==> config.mk <==
export PLATFORM = sky130hd
export DESIGN_NAME = dm_arbiter
export DESIGN_NICKNAME = d
export VERILOG_FILES = /design/src/rtl/dm_arbiter.sv
export SDC_FILE = /design/constraint.sdc
export NUM_CORES = 1
export LEC_CHECK = 0
export BUFFER_PORTS_ARGS = -buffer_cell sky130_fd_sc_hd__buf_2
export CAP_MARGIN = 20
export CORE_MARGIN = 4
export CORE_UTILIZATION = 44
export CTS_CLUSTER_DIAMETER = 100
export DETAILED_ROUTE_END_ITERATION = 10
export PLACE_DENSITY = 0.9
export SETUP_SLACK_MARGIN = 0.05
export SLEW_MARGIN = 0
export SYNTH_ARGS = -nofsm -noshare
export SYNTH_HDL_FRONTEND = slang
export SYNTH_SLANG_ARGS = --single-unit
==> constraint.sdc <==
create_clock -name clk -period 2.9 [get_ports clk]
set_input_delay 0.29 -clock clk [delete_from_list [all_inputs] [get_ports clk]]
set_output_delay 0.29 -clock clk [all_outputs]
set_load 0.005 [all_outputs]
==> src/rtl/dm_arbiter.sv <==
// dm_arbiter: shares one AWxDW data memory between two requesters.
//   Port 0 (core load/store) has fixed priority. Port 1 (loader/debug/DMA)
//   is protected from starvation by a wait counter that lets it override
//   port 0 after MAX_WAIT consecutive denied cycles. Either port can lock
//   the memory for back-to-back read-modify-write sequences.
//
// Ports:
//   clk, reset              clock; synchronous active-high reset
//   reqN/weN/lockN          per-port request, write enable, keep-ownership
//   addrN/wdatN             per-port address and write data
//   gntN                    access performed this cycle (combinational)
//   rdatN/rvldN             registered read data, one-cycle valid pulse
//   mem_wr_en/mem_addr/
//   mem_dat_in/mem_dat_out  memory interface (combinational read)
//   busy                    registered; high while a port owns the lock
module dm_arbiter #(
    parameter int AW       = 8,
    parameter int DW       = 8,
    parameter int MAX_WAIT = 4
) (
    input  logic          clk,
    input  logic          reset,
    input  logic          req0,
    input  logic          we0,
    input  logic          lock0,
    input  logic [AW-1:0] addr0,
    input  logic [DW-1:0] wdat0,
    output logic          gnt0,
    output logic [DW-1:0] rdat0,
    output logic          rvld0,
    input  logic          req1,
    input  logic          we1,
    input  logic          lock1,
    input  logic [AW-1:0] addr1,
    input  logic [DW-1:0] wdat1,
    output logic          gnt1,
    output logic [DW-1:0] rdat1,
    output logic          rvld1,
    output logic          mem_wr_en,
    output logic [AW-1:0] mem_addr,
    output logic [DW-1:0] mem_dat_in,
    input  logic [DW-1:0] mem_dat_out,
    output logic          busy
);

    typedef enum logic [1:0] {
        IDLE = 2'd0,
        OWN0 = 2'd1,
        OWN1 = 2'd2
    } state_t;

    localparam logic [3:0] MAX_WAIT_C = 4'(MAX_WAIT);

    state_t     state_reg;
    logic [3:0] wait_cnt_reg;
    logic       busy_reg;
    logic       gnt0_next;
    logic       gnt1_next;

    // Grant decision. Reset masks every grant so no memory write can slip
    // through while the arbiter is being reinitialised.
    always_comb begin
        gnt0_next = 1'b0;
        gnt1_next = 1'b0;
        if (!reset) begin
            case (state_reg)
                IDLE: begin
                    if (req1 && (wait_cnt_reg == MAX_WAIT_C))
                        gnt1_next = 1'b1;
                    else if (req0)
                        gnt0_next = 1'b1;
                    else if (req1)
                        gnt1_next = 1'b1;
                end
                OWN0:    gnt0_next = req0;
                OWN1:    gnt1_next = req1;
                default: ;
            endcase
        end
    end

    assign gnt0 = gnt0_next;
    assign gnt1 = gnt1_next;
    assign busy = busy_reg;

    // Port 0 values are routed whenever port 1 is not granted; the address
    // and data are don't-care when nobody is granted because wr_en is low.
    assign mem_addr   = gnt1_next ? addr1 : addr0;
    assign mem_dat_in = gnt1_next ? wdat1 : wdat0;
    assign mem_wr_en  = (gnt0_next & we0) | (gnt1_next & we1);

    // Ownership FSM plus starvation counter. busy tracks the state that is
    // being entered so it is high exactly while the state is OWN0/OWN1.
    always_ff @(posedge clk) begin
        if (reset) begin
            state_reg    <= IDLE;
            busy_reg     <= 1'b0;
            wait_cnt_reg <= '0;
        end else begin
            case (state_reg)
                IDLE: begin
                    if (gnt0_next && lock0) begin
                        state_reg <= OWN0;
                        busy_reg  <= 1'b1;
                    end else if (gnt1_next && lock1) begin
                        state_reg <= OWN1;
                        busy_reg  <= 1'b1;
                    end
                end
                // The lock is released on lock=0 whether or not the owner
                // is requesting; a final unlocked access is still granted.
                OWN0: begin
                    if (!lock0) begin
                        state_reg <= IDLE;
                        busy_reg  <= 1'b0;
                    end
                end
                OWN1: begin
                    if (!lock1) begin
                        state_reg <= IDLE;
                        busy_reg  <= 1'b0;
                    end
                end
                default: begin
                    state_reg <= IDLE;
                    busy_reg  <= 1'b0;
                end
            endcase

            // Counts denied port 1 cycles in any state, but the override
            // is only honoured from IDLE so it never breaks a lock.
            if (!req1 || gnt1_next)
                wait_cnt_reg <= '0;
            else if (wait_cnt_reg < MAX_WAIT_C)
                wait_cnt_reg <= wait_cnt_reg + 4'd1;
        end
    end

    // Per-port read capture: data comes from the combinational memory read
    // in the grant cycle and is presented in the following cycle.
    logic [1:0]    gnt_vec;
    logic [1:0]    we_vec;
    logic [1:0]    rvld_vec;
    logic [DW-1:0] rdat_vec [2];

    assign gnt_vec = {gnt1_next, gnt0_next};
    assign we_vec  = {we1, we0};

    genvar gi;
    generate
        for (gi = 0; gi < 2; gi++) begin : g_rd
            logic          rvld_reg;
            logic [DW-1:0] rdat_reg;

            always_ff @(posedge clk) begin
                if (reset) begin
                    rvld_reg <= 1'b0;
                    rdat_reg <= '0;
                end else begin
                    rvld_reg <= gnt_vec[gi] & ~we_vec[gi];
                    if (gnt_vec[gi] && !we_vec[gi])
                        rdat_reg <= mem_dat_out;
                end
            end

            assign rvld_vec[gi] = rvld_reg;
            assign rdat_vec[gi] = rdat_reg;
        end
    endgenerate

    assign rvld0 = rvld_vec[0];
    assign rvld1 = rvld_vec[1];
    assign rdat0 = rdat_vec[0];
    assign rdat1 = rdat_vec[1];

endmodule

# == Word level (Yosys, flattened, before mapping) ==
# Cells that the tools add are included.
# word_totals
output_inout_bits,38
reg_bits,25
wordCells,55
inputBits,48
# classes
n_bitwise,7
n_reduce_logical,12
addsub,1
muxes,21
n_lt_le_gt_ge,1
eq_ne,6
# ops
cell,count
$mux 8,2
$mux 1,11
$mux 2,4
$pmux 2 s3,1
$logic_and 1x1->1,5
$add 4x1->4 const B,1
$and 1x1->1,4
$eq 4x3->1 const B,1
$lt 4x3->1 const B,1
$ne 2x2->1 const B,2
$pmux 1 s2,2
$logic_not 1->1,3
$ne 3x3->1 const B,1
$pmux 1 s3,1
$reduce_and 3->1,1
$eq 2x1->1 const B,1
$eq 2x2->1 const B,1
$logic_not 2->1,1
$not 1->1,2
$reduce_or 2->1,1
$logic_or 1x1->1,1
$or 1x1->1,1

# == Logic depth before layout (Yosys ltp) ==
# logic_depth
depth_word,9
depth_mapped,8
mapped_depth_nobuf,6

# == Worst setup path before layout ==
# OpenSTA, ideal clock, no wires.
# synth_timing
path_type,register -> output
start,reg wait_cnt_reg[0]
end,out mem_addr[5]
path_stages_with_launch,9
required_time_ns,2.610
path_slack_ns,1.096
path_buffers,2
t_arrival_ns,1.514
path_cell_list,dfxtp_1 -> inv_1 -> ha_1 -> and3b_1 -> nor2_2 -> nor3b_2 -> buf_6 -> buf_12 -> mux2_4
# synth_between
elab_chain_len,6
# synth_rtl
element,line,rtl
start: declaration,55,logic [3:0] wait_cnt_reg;
start signal: assignment,135,wait_cnt_reg <= wait_cnt_reg + 4'd1;
$eq 4x3->1,68,if (req1 && (wait_cnt_reg == MAX_WAIT_C))
$logic_and 1x1->1,68,
$mux 1,68,
$pmux 1 s2,66,case (state_reg)
$mux 1,65,if (!reset) begin
net gnt1,36,"output logic gnt1,"
$mux 8,88,assign mem_addr = gnt1_next ? addr1 : addr0;
end: declaration,40,"output logic [AW-1:0] mem_addr,"
# The timed path passes the listed nets, and every way through them passes these cells.

# == Worst setup path after layout ==
# layout_timing
start,reg wait_cnt_reg[0]
end,out mem_addr[1]
# layout_between
elab_chain_len,6
# layout_rtl
element,line
$eq 4x3->1,68
$logic_and 1x1->1,68
$mux 1,68
$pmux 1 s2,66
$mux 1,65
$mux 8,88
# No other way between the ends.

==> results.cfg <==
[layout]
antenna-diode-count = 0
syn_to_final_growth_pct = 35.4
final_common_cell = buf_2
layout_common_cells = 85 x buf_2, 25 x dfxtp_1, 21 x nor2_1
final_nets = 259
fill_cells = 238
drive_gt1_share_pct = 53.8

[detailed_routing]
drt_iter0_drc = 18
vias_per_cell = 5.08
ant_nets = 0
first_pass_iters = 4
num_vias = 1213
drc_errors = 0
drt-total-wl_um = 3110
wl_per_cell_um = 13.0

[placement]
globalplace.congestion = 0.826
dp_slack_ns = 0.856
dp_hpwl_um = 2610
portBuffers = 85

[logic_synthesis]
ys_async_sr_fraction_pct = 0
synth_edf_count = 0
ys.flop_type = dfxtp_1
syn_area_per_cell_um2 = 10.3
synth_area_um2 = 1270
ys_seq_area_share_pct = 39.4
synth_cells = 124
synth_nets = 174
synth.distinct_cells = 36
ys_ff_latch = 25
synth_warnings = 0

[clocking]
post_cts_buffers = 0
clk_path_buf_depth = 2
cts_max_level = 1
cts-root-buf = clkbuf_4
cts.hold.buffers_added = 0
cts_tree = yes
post_cts_resized = 0
path_clk_slew_ns = 0.13
cts_made_buffers = 3
cts.sinks = 25
clkLatencyLatePin_ns = 0.32

[worst_setup_path]
worst-path-buf-inv = 3
crit_type = reg -> out
path_cells = inv_1 > ha_1 > and3b_1 > nor2_2 > nor3b_2 > buf_4 > mux2_2 > buf_2
cp_slowest_cell = mux2_2
cpPeakStageDelay_ns = 0.37
start_kind = flip-flop
worst_ep_arrival_time_ns = 2.07
path_max_fanout = 18
crit_required_ns = 2.61
cp_top_family = buffers and inverters
r2r_start = wait_cnt_reg[0]
critPathLaunch = wait_cnt_reg[0]
r2r_setup_slack_ns = 1.15
crit_path_end_kind = primary output

[global_routing]
gr-total-overflow = 0
grt_max_degree = 23
grt_pass1_vias = 1098
grt_pass1_wl_um = 4490
track_usage_pct = 15.4
antenna_found_initial = 0

[floorplan]
coreArea_um2 = 2760
ioPinCount = 86
initial_core_util_pct = 46.1
dieWidth_um = 61.8
die_area_um2 = 3810
die_y_um = 61.8
rows = 19

[timing]
fin_ws_ns = 0.541
fmax_mhz = 424
rsz0062_at_grt = false
setup_viol = 0
fin_crit_ns = 2.36
slew_headroom_pct = 64.7
tightest_slew_ns = 0.529
period_share_pct = 81.3
final_hold_viol_count = 0
fin_skew_ns = 0.00636
timing.final.max_slew_violations = 0
final.setup.tns_ns = 0

[outcome]
run_status = finished, final reports clean

[min_path]
hold_start = mem_dat_out[7]
hp-class = in -> reg

[job]
maxCapViolCount = 0

[power_and_ir_drop]
p_leak_nw = 0.919
ir_drop_mv = 0.373
power_density_nw_per_um2 = 379
[layer usage]
metal	up-vias	GRT usage (%)	wire length, um
li1	590	-	-
met1	548	16.4	1190
met2	70	29.3	1420
met3	5	3.51	454
met4	0	5.45	38
met5	-	0	0
[power by group]
part / total, W / leakage [nW] / internal [W] / switching [W]
Clock: 0.000150 / 0.0177 / 0.0000516 / 0.0000982
Combinational: 0.000140 / 0.698 / 0.0000827 / 0.0000575
Sequential: 0.000363 / 0.203 / 0.000356 / 0.00000763
Total: 0.000653 / 0.919 / 0.000490 / 0.000163
[worst paths after layout]
path | endpoint | depth (start not counted)
max | mem_addr[1] | 8
min | rdat0[7] | 3
max reg2reg | rdat1[6] | 6
min reg2reg | wait_cnt_reg[1] | 2
[worst min-delay path, delay by kind of cell]
kind                   cells  cell delay, ns
buffers and inverters      1            0.09
AND/OR/NAND/NOR            1            0.07
multiplexers               1            0.06
[metrics by stage]
step | hold WS [ns] | util, % | power [W] | instance area [um^2] | instances
finish | 0.211 | 62.4 | 0.000653 | 1720 | 239
global route | 0.217 | 62.4 | 0.000692 | 1720 | 239
CTS | 0.198 | 62.4 | 0.000664 | 1720 | 239
detailed placement | 0.483 | 61.4 | 0.000513 | 1690 | 235
global placement | 0.474 | 61.4 | 0.000510 | 1690 | 235
floorplan | 0.434 | - | 0.000447 | 1270 | 124
[Yosys cell counts (2+ instances only)]
| cell type | instances | share of area, % |
|---|---|---|
| mux2_2 | 9 | 8.0 |
| a21oi_1 | 2 | 0.79 |
| nand2_1 | 2 | 0.59 |
| nor2b_1 | 2 | 0.98 |
| inv_1 | 9 | 2.7 |
| mux2i_1 | 16 | 13 |
| ha_1 | 2 | 2.0 |
| clkbuf_1 | 2 | 0.59 |
| mux2_4 | 8 | 9.4 |
| dfxtp_1 | 25 | 39 |
| o21ai_0 | 2 | 0.79 |
| nor2_1 | 21 | 6.2 |
[cell type report]
cell class | count | area [um^2] | area share (%)
clock buffers | 3 | 22.5 | 1.31
clock inverters | 1 | 5.00 | 0.291
inverters | 9 | 33.8 | 1.96
multi-input cells | 83 | 681 | 39.5
flip-flops and latches | 25 | 500 | 29.1
well taps | 31 | 38.8 | 2.25
repair buffers | 87 | 440 | 25.6
[cells by family after synthesis]
logic type,share of synthesized area (%)
and+or+nand+nor,13.9
DFF,39.4
adders and majority gates,1.97
muxes,30.0
AOI/OAI and AO/OA,6.99
xor gates and xnor gates,0.689
buffers and inverters,7.09
Note: power is estimated with default switching activity, not from simulation.
